===== config.mk =====
export PLATFORM = sky130hd
export DESIGN_NAME = rect_draw_engine
export DESIGN_NICKNAME = d
export VERILOG_FILES = /design/src/rtl/rect_pkg.sv /design/src/rtl/box_counter.sv /design/src/rtl/rect_draw_engine.sv
export SDC_FILE = /design/constraint.sdc
export NUM_CORES = 1
export LEC_CHECK = 0
export CORE_MARGIN = 4
export CORE_UTILIZATION = 30
export CTS_BUF_LIST = sky130_fd_sc_hd__clkbuf_16
export DETAILED_ROUTE_END_ITERATION = 7
export MAX_ROUTING_LAYER = met4
export PLACE_DENSITY = 0.51
export SYNTH_ARGS = -nofsm -noshare
export SYNTH_HDL_FRONTEND = slang
export SYNTH_SLANG_ARGS = --single-unit
export TNS_END_PERCENT = 10

===== constraint.sdc =====
create_clock -name clk -period 3.5 [get_ports clk]
set_input_delay 1.05 -clock clk [delete_from_list [all_inputs] [get_ports clk]]
set_output_delay 1.05 -clock clk [all_outputs]
set_load 0.05 [all_outputs]

===== src/rtl/rect_pkg.sv =====
// rtl/rect_pkg.sv - shared state encoding and width defaults for the rectangle render path
// Contents: state_t (draw engine states), DEF_X_W / DEF_Y_W / DEF_COLOR_W
// (coordinate and colour widths shared with the controller and VGA adapter),
// cnt_w() (counter width for a square side, never below 1 bit).
package rect_pkg;

  typedef enum logic [1:0] {
    S_IDLE = 2'd0,
    S_DRAW = 2'd1,
    S_DONE = 2'd2
  } state_t;

  localparam int DEF_X_W     = 8;
  localparam int DEF_Y_W     = 7;
  localparam int DEF_COLOR_W = 3;

  function automatic int cnt_w(input int box);
    return (box > 1) ? $clog2(box) : 1;
  endfunction

endpackage


===== src/rtl/box_counter.sv =====
// rtl/box_counter.sv - row-major 2-D column/row counter for a BOX x BOX scan
// Ports: clk, resetn (async active-low), clr (zero both counters),
// adv (step one pixel), cx/cy (column/row), last (cx = cy = BOX-1).
module box_counter
  import rect_pkg::*;
#(
  parameter int BOX = 4,
  parameter int CW  = cnt_w(BOX)
) (
  input  logic          clk,
  input  logic          resetn,
  input  logic          clr,
  input  logic          adv,
  output logic [CW-1:0] cx,
  output logic [CW-1:0] cy,
  output logic          last
);

  localparam logic [CW-1:0] MAX = CW'(BOX - 1);

  always_ff @(posedge clk or negedge resetn) begin
    if (!resetn) begin
      cx <= '0;
      cy <= '0;
    end else if (clr) begin
      cx <= '0;
      cy <= '0;
    end else if (adv) begin
      if (cx == MAX) begin
        cx <= '0;
        cy <= (cy == MAX) ? '0 : cy + CW'(1);
      end else begin
        cx <= cx + CW'(1);
      end
    end
  end

  assign last = (cx == MAX) && (cy == MAX);

endmodule


===== src/rtl/rect_draw_engine.sv =====
// rtl/rect_draw_engine.sv - origin registers plus BOX x BOX pixel scan toward the VGA adapter
// Ports: clk, resetn (async active-low); ld_x/ld_y/data_in load the origin in
// idle; start_count starts a draw, latching color_in; wr_ready accepts the
// current plot write; x_out/y_out/color_out/plot form the write; busy covers
// draw and completion; done pulses for one cycle at the end.
// Option macro RECT_DRAW_CLIP_EN: pixels whose coordinate addition carries out
// are skipped (plot low, no wait for wr_ready) instead of wrapping.
module rect_draw_engine
  import rect_pkg::*;
#(
  parameter int X_W     = DEF_X_W,
  parameter int Y_W     = DEF_Y_W,
  parameter int BOX     = 4,
  parameter int COLOR_W = DEF_COLOR_W
) (
  input  logic               clk,
  input  logic               resetn,
  input  logic               ld_x,
  input  logic               ld_y,
  input  logic               start_count,
  input  logic [X_W-1:0]     data_in,
  input  logic [COLOR_W-1:0] color_in,
  input  logic               wr_ready,
  output logic [X_W-1:0]     x_out,
  output logic [Y_W-1:0]     y_out,
  output logic [COLOR_W-1:0] color_out,
  output logic               plot,
  output logic               busy,
  output logic               done
);

  localparam int CW = cnt_w(BOX);

  state_t             state, state_nx;
  logic [X_W-1:0]     x_reg, x_org;
  logic [Y_W-1:0]     y_reg, y_org;
  logic [COLOR_W-1:0] col_reg;
  logic [CW-1:0]      cx, cy;
  logic               last, accept, adv, off;

  assign accept = (state == S_IDLE) && start_count;

  // The draw runs from a snapshot of the origin taken at start, so a load
  // arriving together with start_count updates x_reg/y_reg for the next draw
  // without disturbing the one being started.
  always_ff @(posedge clk or negedge resetn) begin
    if (!resetn) begin
      state   <= S_IDLE;
      x_reg   <= '0;
      y_reg   <= '0;
      x_org   <= '0;
      y_org   <= '0;
      col_reg <= '0;
    end else begin
      state <= state_nx;
      if ((state == S_IDLE) && ld_x) x_reg <= data_in;
      if ((state == S_IDLE) && ld_y) y_reg <= data_in[Y_W-1:0];
      if (accept) begin
        x_org   <= x_reg;
        y_org   <= y_reg;
        col_reg <= color_in;
      end
    end
  end

  box_counter #(.BOX(BOX), .CW(CW)) u_box_counter (
    .clk    (clk),
    .resetn (resetn),
    .clr    (accept),
    .adv    (adv),
    .cx     (cx),
    .cy     (cy),
    .last   (last)
  );

`ifdef RECT_DRAW_CLIP_EN
  logic [X_W:0] x_sum;
  logic [Y_W:0] y_sum;
  assign x_sum = {1'b0, x_org} + (X_W + 1)'(cx);
  assign y_sum = {1'b0, y_org} + (Y_W + 1)'(cy);
  assign off   = x_sum[X_W] | y_sum[Y_W];
  assign x_out = x_sum[X_W-1:0];
  assign y_out = y_sum[Y_W-1:0];
`else
  assign off   = 1'b0;
  assign x_out = x_org + X_W'(cx);
  assign y_out = y_org + Y_W'(cy);
`endif

  assign color_out = col_reg;

  // Outputs decode only registered state; wr_ready steers adv alone.
  always_comb begin
    state_nx = state;
    plot     = 1'b0;
    busy     = 1'b0;
    done     = 1'b0;
    adv      = 1'b0;
    case (state)
      S_IDLE: begin
        if (start_count) state_nx = S_DRAW;
      end
      S_DRAW: begin
        busy = 1'b1;
        plot = !off;
        adv  = wr_ready | off;
        if (adv && last) state_nx = S_DONE;
      end
      S_DONE: begin
        busy     = 1'b1;
        done     = 1'b1;
        state_nx = S_IDLE;
      end
      default: state_nx = S_IDLE;
    endcase
  end

endmodule

==> results.txt <==
* Number of global-route vias before repair: 1264
- Endpoints failing hold: 0
- Setup violations, final: 0
- After clock tree synthesis, the repair step resized 0 gates.
- First-pass GRT wire length: 5844 um
- Post-Syn Instances: 139
- For this run, the register share of the synthesized area comes to 0.5235.
- Flip-flop and latch count after synthesis: 39
- Vias after detailed routing: 1167
- The most critical setup path has its startpoint at u_box_counter.cx[0].
* Worst path arrival time: 2.29 ns
- Measured along the x axis, the die boundary spans 86.83 um.
* Max-cap violations: 0
- The number of antenna violations at the first check in global routing is 0.
- Yosys printed 0 warnings.
- Post-layout util: 0.4060
- Clock transition at the register clock pins on the worst setup and hold paths after CTS: 0.06 ns
- The library cell used most frequently in the layout, excluding fill and tap cells, is sky130_fd_sc_hd__dfrtp_1.
- The clock passes through at most 2 buffers.
* Number of DRC markers in iteration 0: 28
* Initial core utilization: 0.3112
- The cell sitting at the root of the clock tree is a sky130_fd_sc_hd__clkbuf_16.
* Commonest cells after routing, fill and taps aside: 39 x sky130_fd_sc_hd__dfrtp_1, 31 x sky130_fd_sc_hd__clkdlybuf4s50_1, 26 x sky130_fd_sc_hd__mux2_2
- The worst setup path is launched from a flip-flop.
- Cell area after synthesis: 1864 um^2
- Hold wc startpoint: y_reg[4]
* Core Box Area: 5991 um^2
* Pin count of the biggest net entering global routing: 40
- Clock sinks: 39
- Setup repair after global routing left no endpoint under its margin.
- In this run the tool buffered the top-level ports with 37 buffer cells.
* Post-CTS Hold Buffers: 0
* Transition at the pin with the smallest max-transition slack: 0.8502 ns
- Of all cell types, the one taking the most synthesized area is sky130_fd_sc_hd__dfrtp_1.
- Dividing the final minimum period by the clock period gives 0.9536.
- CTS H-tree depth: 2
- The number of antenna diodes in the final layout is 0.
- The floorplan step set the die height to 86.83 um.
- Mean instance size in the synthesized netlist: 13.41 um^2
* Final-report max-slew violation count: 0
* Layout Nets: 211
* HPWL Detailed: 2713 um
- The congestion estimate from routability-driven global placement came to 0.7278.
- Derived from the worst setup path, the maximum achievable clock frequency is 0.2996 GHz.
* I/O pin total: 38
- The worst hold path belongs to the class reg2reg.
- TritonCTS built the clock tree.
* Global-route usage over all layers: 0.1030
- Crit Path Category: reg2out
- After detailed routing, the number of remaining DRC violations is 0.
* Final global-route overflow total: 0
- Antenna-violating nets left: 0
- Worst Hold Slack: 0.4811 ns
- Clock insertion delay at the later pin of the skew report: 0.27 ns
- After synthesis, the netlist uses 22 different library cells.
- Layout filler cell count: 581
* Most area-consuming cells after synthesis: sky130_fd_sc_hd__dfrtp_1 52%, sky130_fd_sc_hd__mux2_2 16%, sky130_fd_sc_hd__ha_1 7.4%
- Relative to the synthesized area, the layout overhead comes to 30.47%.
- In the routed layout, each cell is associated on average with a via count of 4.541.
- Status: finished clean
- The die covers 7539 um^2.
- Final setup TNS: 0 ns
* Number of search-and-repair iterations in the first detailed-routing pass: 6
* Area share of the largest cell type after synthesis: 0.5235
- Post-Syn Nets: 169
- The worst setup path is captured at a primary output.
* Launching point of the worst reg2reg path: state[0]
- The routed design could run at a clock period as short as 3.338 ns.
- Layout cell share with drive strength beyond 1: 0.2143
- Worst Clk Skew: 0.004163 ns
* Post-CTS setup buffers: 0
* Worst slew margin relative to its limit: 0.4332
- Largest fanout on the critical path: 4
- Detailed Route WL: 3485 um
* Average wire length per cell after detail routing: 13.56 um
- Standard-cell row count: 28
- CTS Buf Count: 5
- At the worst endpoint, the required time is 2.45 ns.
-- metal layers --
metal,track usage,vias to the layer above,routed length (um)
met1,0.1234,577,1561
met3,0.03232,2,221
met5,-,-,0
met4,0.03399,0,20
li1,-,561,-
met2,0.1643,27,1682
-- critical path, cell delays in order (launching register included) --
cell and delay, ns:
sky130_fd_sc_hd__dfrtp_1 0.38, sky130_fd_sc_hd__ha_1 0.20, sky130_fd_sc_hd__inv_1 0.06, sky130_fd_sc_hd__fa_1 0.40, sky130_fd_sc_hd__xnor2_1 0.15, sky130_fd_sc_hd__clkdlybuf4s50_1 0.82
-- logic make-up (layout without fill, tap and decap cells) --
| group | Yosys count | after routing | synth area share |
|---|---|---|---|
| compound gates | 7 | 7 | 0.02148 |
| xor+xnor | 11 | 11 | 0.05168 |
| mux | 38 | 38 | 0.2275 |
| fa+ha+maj | 13 | 13 | 0.09530 |
| simple gates | 23 | 23 | 0.05974 |
| buf+inv | 8 | 51 | 0.02080 |
| flops | 39 | 39 | 0.5235 |
-- synth_stat cells --
cell and number:
sky130_fd_sc_hd__buf_2 1, sky130_fd_sc_hd__a21boi_0 1, sky130_fd_sc_hd__inv_1 6, sky130_fd_sc_hd__nor2_1 3, sky130_fd_sc_hd__fa_1 2, sky130_fd_sc_hd__nand4_1 2
sky130_fd_sc_hd__xnor2_1 7, sky130_fd_sc_hd__and3_1 1, sky130_fd_sc_hd__mux2i_1 3, sky130_fd_sc_hd__or3_1 1, sky130_fd_sc_hd__xor2_1 4, sky130_fd_sc_hd__nand3_1 4
sky130_fd_sc_hd__nand2_2 1, sky130_fd_sc_hd__nor2b_1 3, sky130_fd_sc_hd__ha_1 11, sky130_fd_sc_hd__nand2_1 8, sky130_fd_sc_hd__a21o_1 1, sky130_fd_sc_hd__buf_6 1
sky130_fd_sc_hd__mux2_1 9, sky130_fd_sc_hd__mux2_2 26, sky130_fd_sc_hd__dfrtp_1 39, sky130_fd_sc_hd__a21oi_1 5
-- path summary, 6_finish.rpt --
| kind | endpoint | slack, ns | cells after the start |
|---|---|---|---|
| max | x_out[2] | 0.16 | 5 |
| min | y_org[4] | 0.48 | 1 |
| max reg2reg | y_org[6] | 1.76 | 4 |
| min reg2reg | y_org[4] | 0.48 | 1 |
| max in group asynchronous | y_reg[4] | 2.08 | 1 |
| min in group asynchronous | color_out[0] | 0.88 | 1 |
-- area by class of cell --
type	instances	area, um^2	share of cell area
Clock buffer	5	125.1	0.05144
Clock inverter	3	12.51	0.005144
Inverter	6	22.52	0.009259
Multi-Input combinational cell	92	849.6	0.3493
Sequential cell	39	975.9	0.4012
Tap cell	75	93.84	0.03858
Timing Repair Buffer	37	352.8	0.1451
-- stage by stage --
stage | cells | cell area [um^2] | setup slack [ns]
2_1_floorplan | 139 | 1864 | 0.4412
3_3_place_gp | 249 | 2295 | 0.4942
3_5_place_dp | 249 | 2295 | 0.4375
4_1_cts | 257 | 2432 | 0.1320
5_1_grt | 257 | 2432 | 0.06432
6_report | 257 | 2432 | 0.1623
Power is not shown: default switching activity piles up to over one toggle a cycle in this logic, so the estimate is an artifact.
